--- src/rtl/acd_pkg.sv ---
// Shared types and field positions for the ACD bus responder.
`timescale 1ns/1ps
package acd_pkg;
  localparam int unsigned ACD_W   = 16;
  localparam int unsigned ADDR_W  = 24;
  localparam int unsigned WE_BIT  = 8;
  localparam int unsigned LEN_LSB = 9;
  localparam int unsigned LEN_MSB = 10;
  localparam int unsigned LEN_W   = LEN_MSB - LEN_LSB + 1;

  typedef enum logic [2:0] {
    IDLE,
    ADDR_HI,
    WR_DATA,
    WR_MEM,
    RD_MEM,
    RD_DRIVE
  } acd_state_e;
endpackage

--- src/rtl/acd_sync.sv ---
// N-stage synchroniser for W async inputs; rising-edge detect on bit 0 (pclk).
`timescale 1ns/1ps
module acd_sync #(
  parameter int unsigned N = 2,
  parameter int unsigned W = 1
) (
  input  logic         clk,
  input  logic         rst,
  input  logic [W-1:0] i_async,
  output logic [W-1:0] o_sync,
  output logic         o_rise
);
  logic [W-1:0] r_stage [N];
  logic         r_prev;

  always_ff @(posedge clk) begin
    if (rst) begin
      r_stage <= '{default: '0};
      r_prev  <= 1'b0;
    end else begin
      r_stage[0] <= i_async;
      for (int unsigned i = 1; i < N; i++) r_stage[i] <= r_stage[i-1];
      r_prev <= r_stage[N-1][0];
    end
  end

  assign o_sync = r_stage[N-1];
  assign o_rise = r_stage[N-1][0] & ~r_prev;
endmodule

--- src/rtl/acd_bus_responder.sv ---
// ACD bus memory-side responder: decodes PRQ requests and runs word transfers to SRAM.
// Optional mem_ack timeout enabled by defining ACD_TIMEOUT_EN.
`timescale 1ns/1ps
module acd_bus_responder
  import acd_pkg::*;
#(
  parameter int unsigned SYNC_STAGES    = 2,
  parameter int unsigned MAX_WORDS      = 4,
  parameter int unsigned TIMEOUT_CYCLES = 1024
) (
  input  logic              clk,
  input  logic              rst,
  input  logic              pclk,
  input  logic              prq,
  input  logic              bout,
  input  logic [ACD_W-1:0]  acd_in,
  output logic [ACD_W-1:0]  acd_out,
  output logic              acd_oe,
  output logic              acd_rdy,
  output logic              mem_req,
  output logic              mem_we,
  output logic [ADDR_W-1:0] mem_addr,
  output logic [ACD_W-1:0]  mem_wdata,
  input  logic [ACD_W-1:0]  mem_rdata,
  input  logic              mem_ack,
  output logic              bus_err
);
  logic w_tick, w_prq_s, w_bout_s, w_unused_pclk_lvl;

  acd_sync #(.N(SYNC_STAGES), .W(3)) u_sync (
    .clk     (clk),
    .rst     (rst),
    .i_async ({bout, prq, pclk}),
    .o_sync  ({w_bout_s, w_prq_s, w_unused_pclk_lvl}),
    .o_rise  (w_tick)
  );

  acd_state_e        r_state, w_state;
  logic [ADDR_W-1:0] r_addr, w_addr;
  logic [LEN_W-1:0]  r_left, w_left;
  logic [ACD_W-1:0]  r_wdata, w_wdata, r_acd_out, w_acd_out;
  logic              r_phase, w_phase, r_req, w_req, r_we, w_we;
  logic              r_oe, w_oe, r_rdy, w_rdy, r_err, w_err;
  logic [LEN_W:0]    w_words;

  assign w_words = {1'b0, acd_in[LEN_MSB:LEN_LSB]} + 1'b1;

`ifdef ACD_TIMEOUT_EN
  localparam int unsigned TMO_W = $clog2(TIMEOUT_CYCLES + 1);
  logic [TMO_W-1:0] r_tmo, w_tmo;
  logic             w_tmo_hit;
  assign w_tmo_hit = r_req && !mem_ack && (r_tmo == TMO_W'(TIMEOUT_CYCLES - 1));
`else
  logic w_unused_tmo;
  assign w_unused_tmo = (TIMEOUT_CYCLES == 0);
`endif

  always_comb begin
    w_state   = r_state;
    w_addr    = r_addr;
    w_left    = r_left;
    w_phase   = r_phase;
    w_req     = r_req;
    w_we      = r_we;
    w_wdata   = r_wdata;
    w_acd_out = r_acd_out;
    w_oe      = r_oe;
    w_rdy     = r_rdy;
    w_err     = r_err;
    // acd_rdy spans exactly one pclk period: every tick clears it unless re-armed below
    if (w_tick) w_rdy = 1'b0;
    case (r_state)
      IDLE: begin
        w_phase = 1'b0;
        if (w_tick && w_prq_s) begin
          w_addr[ACD_W-1:0] = acd_in;
          w_state           = ADDR_HI;
        end
      end
      ADDR_HI: if (w_tick) begin
        w_addr[ADDR_W-1:ACD_W] = acd_in[ADDR_W-ACD_W-1:0];
        w_left                 = acd_in[LEN_MSB:LEN_LSB];
        if (32'(w_words) > MAX_WORDS) begin
          w_err   = 1'b1;
          w_state = IDLE;
        end else if (acd_in[WE_BIT]) w_state = WR_DATA;
        else                         w_state = RD_MEM;
      end
      WR_DATA: if (w_tick && w_bout_s) begin
        w_wdata = acd_in;
        w_state = WR_MEM;
      end
      WR_MEM: begin
        // r_phase marks "ack received, waiting for the tick that acknowledges the processor"
        if (!r_phase && !r_req) begin
          w_req = 1'b1;
          w_we  = 1'b1;
        end else if (r_req && mem_ack) begin
          w_req   = 1'b0;
          w_phase = 1'b1;
        end else if (r_phase && w_tick) begin
          w_rdy   = 1'b1;
          w_phase = 1'b0;
          w_addr  = r_addr + 1'b1;
          if (r_left == '0) w_state = IDLE;
          else begin
            w_left  = r_left - 1'b1;
            w_state = WR_DATA;
          end
        end
      end
      RD_MEM: begin
        if (!r_req) begin
          w_req = 1'b1;
          w_we  = 1'b0;
        end else if (mem_ack) begin
          w_req     = 1'b0;
          w_acd_out = mem_rdata;
          w_state   = RD_DRIVE;
        end
      end
      RD_DRIVE: if (w_tick) begin
        if (!r_phase) begin
          if (w_bout_s) begin
            w_err   = 1'b1;
            w_oe    = 1'b0;
            w_state = IDLE;
          end else begin
            w_oe    = 1'b1;
            w_rdy   = 1'b1;
            w_phase = 1'b1;
          end
        end else begin
          w_oe    = 1'b0;
          w_phase = 1'b0;
          w_addr  = r_addr + 1'b1;
          if (r_left == '0) w_state = IDLE;
          else begin
            w_left  = r_left - 1'b1;
            w_state = RD_MEM;
          end
        end
      end
      default: w_state = IDLE;
    endcase
`ifdef ACD_TIMEOUT_EN
    w_tmo = '0;
    if (r_req && !mem_ack) w_tmo = r_tmo + 1'b1;
    if (w_tmo_hit) begin
      w_req   = 1'b0;
      w_err   = 1'b1;
      w_oe    = 1'b0;
      w_phase = 1'b0;
      w_tmo   = '0;
      w_state = IDLE;
    end
`endif
  end

  always_ff @(posedge clk) begin
    if (rst) begin
      r_state   <= IDLE;
      r_addr    <= '0;
      r_left    <= '0;
      r_phase   <= 1'b0;
      r_req     <= 1'b0;
      r_we      <= 1'b0;
      r_wdata   <= '0;
      r_acd_out <= '0;
      r_oe      <= 1'b0;
      r_rdy     <= 1'b0;
      r_err     <= 1'b0;
`ifdef ACD_TIMEOUT_EN
      r_tmo     <= '0;
`endif
    end else begin
      r_state   <= w_state;
      r_addr    <= w_addr;
      r_left    <= w_left;
      r_phase   <= w_phase;
      r_req     <= w_req;
      r_we      <= w_we;
      r_wdata   <= w_wdata;
      r_acd_out <= w_acd_out;
      r_oe      <= w_oe;
      r_rdy     <= w_rdy;
      r_err     <= w_err;
`ifdef ACD_TIMEOUT_EN
      r_tmo     <= w_tmo;
`endif
    end
  end

  assign acd_out   = r_acd_out;
  assign acd_oe    = r_oe;
  assign acd_rdy   = r_rdy;
  assign mem_req   = r_req;
  assign mem_we    = r_we;
  assign mem_addr  = r_addr;
  assign mem_wdata = r_wdata;
  assign bus_err   = r_err;
endmodule

--- config.mk ---
export PLATFORM = sky130hd
export DESIGN_NAME = acd_bus_responder
export DESIGN_NICKNAME = d
export VERILOG_FILES = /design/src/rtl/acd_pkg.sv /design/src/rtl/acd_sync.sv /design/src/rtl/acd_bus_responder.sv
export SDC_FILE = /design/constraint.sdc
export NUM_CORES = 1
export LEC_CHECK = 0
export ABC_AREA = 1
export CAP_MARGIN = 5
export CORE_MARGIN = 5
export CORE_UTILIZATION = 49
export DETAILED_ROUTE_END_ITERATION = 10
export GPL_TIMING_DRIVEN = 1
export PLACE_DENSITY_LB_ADDON = 0.15
export SLEW_MARGIN = 5
export SYNTH_ARGS = -nofsm -noshare
export SYNTH_HDL_FRONTEND = slang
export SYNTH_SLANG_ARGS = --single-unit
--- constraint.sdc ---
create_clock -name clk -period 2 [get_ports clk]
set_clock_uncertainty 0.2 [all_clocks]
set_input_delay 0.4 -clock clk [delete_from_list [all_inputs] [get_ports clk]]
set_output_delay 0.4 -clock clk [all_outputs]
set_load 0.01 [all_outputs]
==> results of run 1 <==
cells by family (layout without fill, tap and decap cells):
family,Yosys count,after routing,synth area share [%]
and+or+nand+nor,326,326,37.13
AOI/OAI and AO/OA,102,102,13.50
buffers and inverters,89,197,9.835
DFF,74,74,38.43
adders and majority gates,2,2,0.6490
xor gates and xnor gates,2,2,0.4545
synthesized netlist by cell type, drive strengths merged:
| cell type | n |
|---|---|
| dfxtp | 74 |
| clkbuf | 8 |
| a21oi | 48 |
| o21bai | 2 |
| inv | 67 |
| a31oi | 1 |
| ha | 2 |
| nor3 | 10 |
| o311ai | 1 |
| o21ai | 50 |
| buf | 14 |
| nor2 | 97 |
| or2 | 1 |
| nand3 | 56 |
| nand4 | 5 |
| nand2 | 147 |
| nor3b | 1 |
| nand3b | 9 |
| xor2 | 2 |
repair_timing:
action	CTS	global route
gates cloned	0	0
hold buffers	0	0
setup endpoints to repair	5	18
gates resized for setup	5	14
report_power, final:
group	internal (mW)	total (mW)	switching (mW)
Sequential	1.72	2.03	0.307
Combinational	0.883	1.98	1.10
Clock	0.733	1.30	0.569
Total	3.34	5.31	1.97
flip-flops by register name, summed over array words and instances, names as in the netlist:
register,count
r_phase,1
mem_wdata,16
mem_addr,24
mem_req,1
r_state,3
acd_out,16
u_sync.r_stage,3
bus_err,1
acd_rdy,1
mem_we,1
u_sync.r_prev,1
u_sync.o_sync,3
r_left,2
acd_oe,1
stage by stage:
stage | std cells | utilization, % | power [mW] | setup WS (ns)
6_report | 805 | 68.26 | 5.307 | 0.03672
5_1_grt | 805 | 68.26 | 5.672 | -0.01471
4_1_cts | 805 | 67.89 | 5.303 | 0.003212
3_5_place_dp | 789 | 64.99 | 3.995 | -0.008360
3_3_place_gp | 789 | 64.99 | 3.946 | -0.01001
2_1_floorplan | 595 | - | 3.218 | 0.2753
worst max-delay path by stage:
stage	from	endpoint	slack [ns]	cells after the start
detailed placement	mem_ack	mem_addr[15]	-0.008	10
finish	mem_addr[0]	mem_addr[0]	0.04	1
CTS	mem_addr[5]	mem_addr[5]	0.003	1
floorplan	mem_addr[0]	mem_addr[10]	0.28	10
global route	r_state[2]	mem_addr[6]	-0.01	8
global placement	mem_ack	mem_addr[23]	-0.01	7
routing by layer:
metal,GRT usage [%],wire length (um)
met5,0,0
met4,7.773,219
met3,6.794,750
met2,39.31,5375
met1,27.10,4690
final cells by class:
type                    count  area [um^2]
repair buffers            114         1137
clock inverters             5        77.57
fillers                   730         2440
multi-input cells         432         2012
flip-flops and latches     74         1498
well taps                 102        127.6
inverters                  67        254.0
clock buffers              11        141.4
==> results_dict.tcl, run 1 <==
set metrics [dict create \
    grt.total_usage_pct 22.83 \
    cts_sinks 74 \
    cts_buffers 9 \
    max_slew_margin_pct 76.25 \
    yosysTopAreaCell "dfxtp_1" \
    grt_pass1_vias 4027 \
    netlist-cell-type-count 29 \
    cp_data_required_time_ns 1.40 \
    ant_nets 0 \
    cp_cell_sequence "clkdlybuf4s50_1" \
    min_path_type "flop to flop" \
    dpl-instance-area_um2 4996 \
    synth_area_leaders "dfxtp_1 (38%), nand2_1 (14%), nor2_1 (8.8%), nand3_1 (6.9%), a21oi_1 (6.2%)" \
    antenna_found_initial 0 \
    diodes 0 \
    yosysTopAreaCellShare_pct 38.43 \
    num_vias 4138 \
    r2r-end "mem_addr[10]" \
    drv_cap 0 \
    synth_cells 595 \
    cts_max_path_buffers 2 \
    path_clk_slew_ns 0.08 \
    yosysSeqAreaShare_pct 38.43 \
    syn_avg_cell_area_um2 6.479 \
    irDropWorstVdd_uv 505.3 \
    reg2reg_from "mem_addr[0]" \
    dpl.hpwl_um 8115 \
    leakagePower_nw 2.144 \
    hold_violations 0 \
    path_class "flop to output pin" \
    min_to "u_sync.o_sync[2]" \
    finalCritPeriodShare_pct 98.16 \
    min_from "u_sync.r_stage[5]" \
    min_period_ns 1.963 \
    rsz0062_at_grt "true" \
    setup-tns-final_ns 0 \
    slowest_delay_ns 0.59 \
    ys_seq_elements 74 \
    port_buffers 98 \
    clock_latency_ns 0.36 \
    area_growth_pct 36.12 \
    grt_pass1_wl_um 18370 \
    core_area_um2 7687 \
    rr_worst_depth 10 \
    ctsHtreeMaxLevel 3 \
    cp-end-kind "output pin" \
    overflow 0 \
    drt_first_pass_iters 6 \
    syn-num-nets 635 \
    gp_congestion 0.8948 \
    drcViolationCount 0 \
    tightest_slew_ns 0.3563 \
    drive_gt1_share_pct 10.24 \
    start_util_pct 50.15 \
    nNetsFinal 738 \
    crit_buf_inv 1 \
    dieArea_um2 9741 \
    die_w_um 98.70 \
    die_h_um 98.70 \
    yosys_warnings 0 \
    post_drt_wl_per_cell_um 13.71 \
    cp_max_fo 5 \
    final_common_cell "nand2_1" \
    power_density_nw_per_um2 1011 \
    hold_path_depth 2 \
    initialDrtViolationCount 178 \
    syn-cell-area_um2 3855 \
    timing.hold.ws_ns 0.2018 \
    regToRegSetupSlack_ns 0.11 \
    wl_um 11040 \
    final_cell_mix "nand2_1 (142), clkdlybuf4s50_1 (97), nor2_1 (87), inv_1 (61), dfxtp_1 (61)" \
    start_kind "flop" \
    pin_count 99 \
    fmax_mhz 509.4 \
    critPathArrivalTime_ns 1.36 \
    cts-root-buf "clkbuf_8" \
    slew_violations 0 \
    routed_via_density 5.140 \
    worst_path_max_delay_cell "clkdlybuf4s50_1" \
    status "completed" \
    num_rows 32 \
    setup_viol 0 \
    cts_setup_buffers 0 \
    cts_tree "yes" \
    critical-path-top-delay-family "buffers and inverters" \
    final_cell_area_um2 5248 \
    grt_max_degree 41 \
]
Power figures use the tool's default switching activity.
==> inputs of run 2 (changes only) <==
--- a/config.mk
+++ b/config.mk
@@ -9,6 +9,7 @@
 export CAP_MARGIN = 5
 export CORE_MARGIN = 5
 export CORE_UTILIZATION = 49
+export CTS_CLUSTER_SIZE = 16
 export DETAILED_ROUTE_END_ITERATION = 10
 export GPL_TIMING_DRIVEN = 1
 export PLACE_DENSITY_LB_ADDON = 0.15
==> results of run 2 <==
Same layout as run 1: the final DEF is identical, and so are final timing and power.
